## src/rtl/if_stage.sv

```systemverilog
// if_stage: RV32 instruction fetch with a 2-entry prefetch FIFO.
// Ports: clk, rst (async, active-high); imem_req/imem_addr/imem_gnt/
// imem_rvalid/imem_rdata (memory side); redirect/redirect_pc (flush);
// id_valid/id_instr/id_pc/id_ready (decode side).
module if_stage #(
   parameter logic [31:0] RESET_PC  = 32'h0000_0000,
   parameter logic [31:0] NOP_INSTR = 32'h0000_0013
) (
   input  logic        clk,
   input  logic        rst,
   output logic        imem_req,
   output logic [31:0] imem_addr,
   input  logic        imem_gnt,
   input  logic        imem_rvalid,
   input  logic [31:0] imem_rdata,
   input  logic        redirect,
   input  logic [31:0] redirect_pc,
   output logic        id_valid,
   output logic [31:0] id_instr,
   output logic [31:0] id_pc,
   input  logic        id_ready
);

   typedef enum logic [1:0] {
      S_IDLE,
      S_REQ,
      S_WAIT,
      S_DROP
   } state_e;

   state_e      state_q, state_d;
   logic [31:0] pc_q, pc_d;
   logic [31:0] opc_q, opc_d;
   logic [1:0]  cnt_q, cnt_d;
   logic [31:0] h_pc_q, h_pc_d;
   logic [31:0] h_ins_q, h_ins_d;
   logic [31:0] t_pc_q, t_pc_d;
   logic [31:0] t_ins_q, t_ins_d;

   logic push;
   logic pop;

   // Low target bits are ignored by design.
   logic unused_rpc_lsb;
   assign unused_rpc_lsb = ^redirect_pc[1:0];

   assign id_valid  = (cnt_q != 2'd0);
   assign id_instr  = id_valid ? h_ins_q : NOP_INSTR;
   assign id_pc     = id_valid ? h_pc_q : pc_q;
   assign imem_addr = pc_q;

   assign push = (state_q == S_WAIT) & imem_rvalid & ~redirect;
   assign pop  = id_valid & id_ready & ~redirect;

   always_comb begin
      state_d  = state_q;
      pc_d     = pc_q;
      opc_d    = opc_q;
      cnt_d    = cnt_q;
      h_pc_d   = h_pc_q;
      h_ins_d  = h_ins_q;
      t_pc_d   = t_pc_q;
      t_ins_d  = t_ins_q;
      imem_req = 1'b0;

      // FIFO: head is entry h, tail is entry t.
      if (push && pop) begin
         if (cnt_q == 2'd1) begin
            h_pc_d  = opc_q;
            h_ins_d = imem_rdata;
         end else begin
            h_pc_d  = t_pc_q;
            h_ins_d = t_ins_q;
            t_pc_d  = opc_q;
            t_ins_d = imem_rdata;
         end
      end else if (pop) begin
         h_pc_d  = t_pc_q;
         h_ins_d = t_ins_q;
         cnt_d   = cnt_q - 2'd1;
      end else if (push) begin
         if (cnt_q == 2'd0) begin
            h_pc_d  = opc_q;
            h_ins_d = imem_rdata;
         end else begin
            t_pc_d  = opc_q;
            t_ins_d = imem_rdata;
         end
         cnt_d = cnt_q + 2'd1;
      end

      unique case (state_q)
         S_IDLE: begin
            if (cnt_q < 2'd2) state_d = S_REQ;
         end
         S_REQ: begin
            imem_req = 1'b1;
            if (imem_gnt) begin
               opc_d   = pc_q;
               pc_d    = pc_q + 32'd4;
               state_d = S_WAIT;
            end
         end
         S_WAIT: begin
            if (imem_rvalid) begin
               state_d = (cnt_d < 2'd2) ? S_REQ : S_IDLE;
            end
         end
         S_DROP: begin
            if (imem_rvalid) state_d = S_REQ;
         end
         default: state_d = S_IDLE;
      endcase

      // Flush wins over everything; a granted or still
      // pending request must be drained in DROP.
      if (redirect) begin
         cnt_d = 2'd0;
         pc_d  = {redirect_pc[31:2], 2'b00};
         unique case (state_q)
            S_IDLE: state_d = S_REQ;
            S_REQ:  state_d = imem_gnt ? S_DROP : S_REQ;
            S_WAIT: state_d = imem_rvalid ? S_REQ : S_DROP;
            S_DROP: state_d = imem_rvalid ? S_REQ : S_DROP;
            default: state_d = S_IDLE;
         endcase
      end
   end

   always_ff @(posedge clk or posedge rst) begin
      if (rst) begin
         state_q <= S_IDLE;
         pc_q    <= RESET_PC;
         opc_q   <= RESET_PC;
         cnt_q   <= 2'd0;
         h_pc_q  <= 32'd0;
         h_ins_q <= 32'd0;
         t_pc_q  <= 32'd0;
         t_ins_q <= 32'd0;
      end else begin
         state_q <= state_d;
         pc_q    <= pc_d;
         opc_q   <= opc_d;
         cnt_q   <= cnt_d;
         h_pc_q  <= h_pc_d;
         h_ins_q <= h_ins_d;
         t_pc_q  <= t_pc_d;
         t_ins_q <= t_ins_d;
      end
   end

endmodule

```

## config.mk

```make
export PLATFORM = sky130hd
export DESIGN_NAME = if_stage
export DESIGN_NICKNAME = d
export VERILOG_FILES = /design/src/rtl/if_stage.sv
export SDC_FILE = /design/constraint.sdc
export NUM_CORES = 1
export LEC_CHECK = 0
export ABC_CLOCK_PERIOD_IN_PS = 5760
export CAP_MARGIN = 20
export CORE_MARGIN = 2
export CORE_UTILIZATION = 47
export CTS_CLUSTER_DIAMETER = 60
export CTS_CLUSTER_SIZE = 12
export DETAILED_ROUTE_END_ITERATION = 12
export MAX_ROUTING_LAYER = met4
export PLACE_DENSITY = 0.75
export SYNTH_ARGS = -nofsm -noshare
export SYNTH_HDL_FRONTEND = slang
export SYNTH_SLANG_ARGS = --single-unit
```

## constraint.sdc

```tcl
create_clock -name clk -period 5.76 [get_ports clk]
set_input_delay 0.576 -clock clk [delete_from_list [all_inputs] [get_ports clk]]
set_output_delay 0.576 -clock clk [all_outputs]
set_load 0.01 [all_outputs]
```

# ---- Word level (Yosys, flattened, before mapping)
# Cells that the tools add are included.
dict set report totals {
  regBits 196
  inputBits 70
  output_inout_bits 98
  wordCells 84
}
dict set report op_classes {
  addsub 3
  magnitude_cmp 2
  eq_ne 11
  muxes 40
  bitwise_logic 5
  reduce_logical 15
}
# op count
set op_table {}
lappend op_table {{$mux 32} 25}
lappend op_table {{$add 32x3->32 const B} 1}
lappend op_table {{$mux 2} 11}
lappend op_table {{$ne 3x3->1 const B} 4}
lappend op_table {{$pmux 2 s4} 1}
lappend op_table {{$reduce_and 4->1} 2}
lappend op_table {{$reduce_bool 2->1} 4}
lappend op_table {{$pmux 2 s3} 1}
lappend op_table {{$reduce_and 2->1} 3}
lappend op_table {{$reduce_bool 3->1} 2}
lappend op_table {{$and 1x1->1} 4}
lappend op_table {{$eq 2x1->1 const B} 2}
lappend op_table {{$eq 2x2->1 const B} 2}
lappend op_table {{$logic_not 2->1} 2}
lappend op_table {{$lt 2x2->1 const B} 2}
lappend op_table {{$ne 2x2->1 const B} 2}
lappend op_table {{$add 2x1->2 const B} 1}
lappend op_table {{$mux 1} 2}
lappend op_table {{$ne 2x1->1 const B} 1}
lappend op_table {{$reduce_or 2->1} 1}
lappend op_table {{$sub 2x1->2 const B} 1}
lappend op_table {{$logic_and 1x1->1} 1}
lappend op_table {{$not 1->1} 1}

# ---- Logic depth before layout (Yosys ltp)
dict set report logic_depth {
  word_depth 11
  mapped_depth 9
  depth_no_buf 7
}

# ---- Least setup slack after synthesis
# OpenSTA, ideal clock, no wires.
dict set report synth_timing {
  kind {reg2out}
  startpoint {register cnt_q[1]}
  endpoint {output id_pc[10]}
  arrival_time_ns 1.656
  t_required_ns 5.184
  setup_slack_ns 3.528
  stages_incl_launch_ff 6
  path_buffers 2
  path_cell_list {dfrtp_1 > inv_1 > ha_1 > clkbuf_1 > buf_1 > mux2_2}
}
dict set report synth_between {
  elab_chain_cells 2
}
# item line_no
set synth_rtl {}
lappend synth_rtl {{from (decl)} 34} ;# logic [1:0] cnt_q, cnt_d;
lappend synth_rtl {{from (signal assigned)} 144} ;# cnt_q <= cnt_d;
lappend synth_rtl {{$reduce_bool 2->1} 47} ;# assign id_valid = (cnt_q != 2'd0);
lappend synth_rtl {{$mux 32} 49} ;# assign id_pc = id_valid ? h_pc_q : pc_q;
lappend synth_rtl {{to (decl)} 20} ;# output logic [31:0] id_pc,
# No other way between the ends.

# ---- Worst setup path in the final report
dict set report layout_timing {
  startpoint {register cnt_q[1]}
  endpoint {output id_pc[26]}
}
# The elaborated chain is that of the path after synthesis.

==> results.json <==
{
  "outcome": "finished clean",
  "yosys.cell_types.count": 43,
  "clock_latency_ns": 0.44,
  "p_int_w": 0.00341,
  "antenna_found_initial": 0,
  "critPathLaunchType": "flip-flop",
  "final-max-slew-violation-count": 0,
  "hold_violations": 0,
  "holdPathStages": 2,
  "peakVddDrop_uv": 287,
  "start_util": 0.484,
  "synth_common_cells": "214 x nand2_1, 188 x dfrtp_1, 83 x mux2_2",
  "postCtsHoldBufs": 0,
  "groute.usage.overall": 0.226,
  "path_clk_slew_ns": 0.07,
  "synth_flop_cell": "dfrtp_1",
  "cp_max_fo": 39,
  "place_area_sq_mm": 0.0104,
  "skew_ns": 0.0123,
  "ant_nets": 0,
  "grt_overflow": 0,
  "syn_area_sq_mm": 0.00878,
  "p_sw_frac": 0.324,
  "dp_hpwl_microns": 13400,
  "r2r_cells": 7,
  "drive_gt1_frac": 0.145,
  "p_comb_frac": 0.350,
  "antennaDiodeCount": 0,
  "yosysWarningCount": 0,
  "p_total_w": 0.00504,
  "cts_setup_buffers": 0,
  "fmax_mhz": 269,
  "crit_arrival_ns": 3.14,
  "p_leak_nw": 4.82,
  "p_seq_frac": 0.409,
  "vias": 6640,
  "synth.most_common_cell": "nand2_1",
  "syn-instance-count": 881,
  "synth_area_leaders": "dfrtp_1 54%, mux2_2 11%, nand2_1 9.1%, a31oi_1 3.6%, xnor2_1 2.5%",
  "grt_pass1_vias": 6534,
  "design.core.area_sq_mm": 0.0181,
  "wl_per_cell_microns": 16.9,
  "ys_seq_area_frac": 0.536,
  "grt_max_degree": 144,
  "clock_sinks": 188,
  "postCtsResizedCells": 0,
  "wl_microns": 21200,
  "drcViolationCount": 0,
  "maxSlewHeadroom": 0.286,
  "setup_viol_count_final": 0,
  "cts_root_buffer": "clkbuf_16",
  "p_sw_w": 0.00163,
  "pwr-share-clk": 0.242,
  "avgSynthCellArea_sq_um": 9.97,
  "die_y_microns": 141,
  "max_cap_viol_count": 0,
  "cts_tree": "built",
  "crit_required_ns": 5.18,
  "synth_top_area_share": 0.536,
  "setup_tns_ns": 0,
  "yosysTopAreaCell": "dfrtp_1",
  "critPathCaptureType": "primary output",
  "synth_seq_cells": 188,
  "drt_first_iter_violations": 519,
  "grt_first_pass_wirelength_microns": 34300,
  "clockBufferDepth": 2,
  "drt-vias-per-instance": 5.30,
  "fillCellCount": 1521,
  "boundaryPins": 168,
  "rsz0062_at_grt": "false",
  "synth_edf_count": 0,
  "power_per_cell_area_mw_per_mm2": 455,
  "layout.cell_area.non_filler_sq_mm": 0.0111,
  "die_x_microns": 141,
  "die_area_sq_mm": 0.0198,
  "syn_to_final_growth_pct": 26.2,
  "port_buffers": 161,
  "period_minus_slack_ns": 3.72,
  "h-tree-depth": 4,
  "row_count": 49,
  "cts_buffers": 17,
  "crit_type": "reg2out",
  "r2r_setup_slack_ns": 2.71,
  "worst_pin_slew_ns": 1.07,
  "finalNetCount": 1084,
  "first_pass_iters": 5,
  "final.period_utilization": 0.645,
  "ys_async_sr_fraction": 1.00,
  "hp-class": "reg2reg",
  "gp_congestion": 0.762
}
-- kinds of logic after synthesis --
family,after synthesis,share of synthesized area
buffers and inverters,85,0.0472
multiplexers,85,0.109
adder cells (fa/ha/maj),3,0.00427
flip-flops,188,0.536
other,1,0.000427
AO/OA/AOI/OAI,134,0.0866
XOR/XNOR,30,0.0299
AND/OR/NAND/NOR,355,0.187
-- worst max-delay path, stage by stage (launching register included) --
cell and delay (ns):
dfrtp_1 0.39, inv_1 0.10, ha_2 0.81, buf_4 0.50, mux2_2 0.39, clkdlybuf4s50_1 0.52
-- cells in the final DEF (no fill, tap or decap), types with 17 or more instances in the layout --
master,netlist,final
inv_1,24,23
o21ai_0,37,37
mux2_2,83,83
clkdlybuf4s50_1,0,160
a31oi_1,50,50
nor2_1,57,57
clkbuf_16,0,17
dfrtp_1,188,188
nor2b_1,31,31
xnor2_1,25,25
o21ai_1,18,18
nand2_1,214,214
-- state kept, by name, indices dropped and copies added (netlist names) --
signal / cells
h_ins_q: 32
t_ins_q: 32
h_pc_q: 30
imem_addr: 30
opc_q: 30
t_pc_q: 30
cnt_q: 2
state_q: 2
-- final timing paths --
check                                        from                       to
max                            cnt_q[1]$_DFF_PP0_                id_pc[26]
min                        t_pc_q[20]$_DFFE_PP0P_   t_pc_q[20]$_DFFE_PP0P_
max reg2reg                    cnt_q[1]$_DFF_PP0_  h_ins_q[25]$_DFFE_PP0P_
min reg2reg                t_pc_q[20]$_DFFE_PP0P_   t_pc_q[20]$_DFFE_PP0P_
max in group asynchronous                     rst   t_ins_q[5]$_DFFE_PP0P_
min in group asynchronous                     rst   h_ins_q[1]$_DFFE_PP0P_
-- per-layer routing --
layer | wire length (microns) | GRT usage | vias up
li1 | - | - | 3212
met1 | 9470 | 0.302 | 3237
met2 | 10300 | 0.358 | 162
met5 | 0 | - | -
met3 | 1040 | 0.0404 | 29
met4 | 394 | 0.0658 | 0
-- area by class of cell --
type	count	area, sq um	area share
clock inverters	9	135	0.0122
multi-input cells	611	3700	0.334
inverters	24	97.6	0.00881
well taps	229	287	0.0259
flip-flops and latches	188	4700	0.425
repair buffers	169	1680	0.152
clock buffers	23	478	0.0431
-- metrics by stage --
stage,setup slack [ns],hold slack (ns),cells,util
floorplan,0.0702,0.450,884,-
global placement,2.48,0.462,1220,0.576
detailed placement,2.45,0.471,1220,0.576
CTS,1.99,0.486,1252,0.609
global route,1.86,0.507,1253,0.611
finish,2.04,0.485,1253,0.611
-- power by group through the flow --
stage	Sequential (W)	Combinational (W)	Clock (W)
4_1_cts	0.00206	0.00178	0.00123
3_3_place_gp	0.00206	0.00173	0
2_1_floorplan	0.00199	0.00110	0
6_report	0.00206	0.00176	0.00122
3_5_place_dp	0.00208	0.00177	0
5_1_grt	0.00212	0.00193	0.00128
No activity file was read; power rests on OpenSTA's default activity.
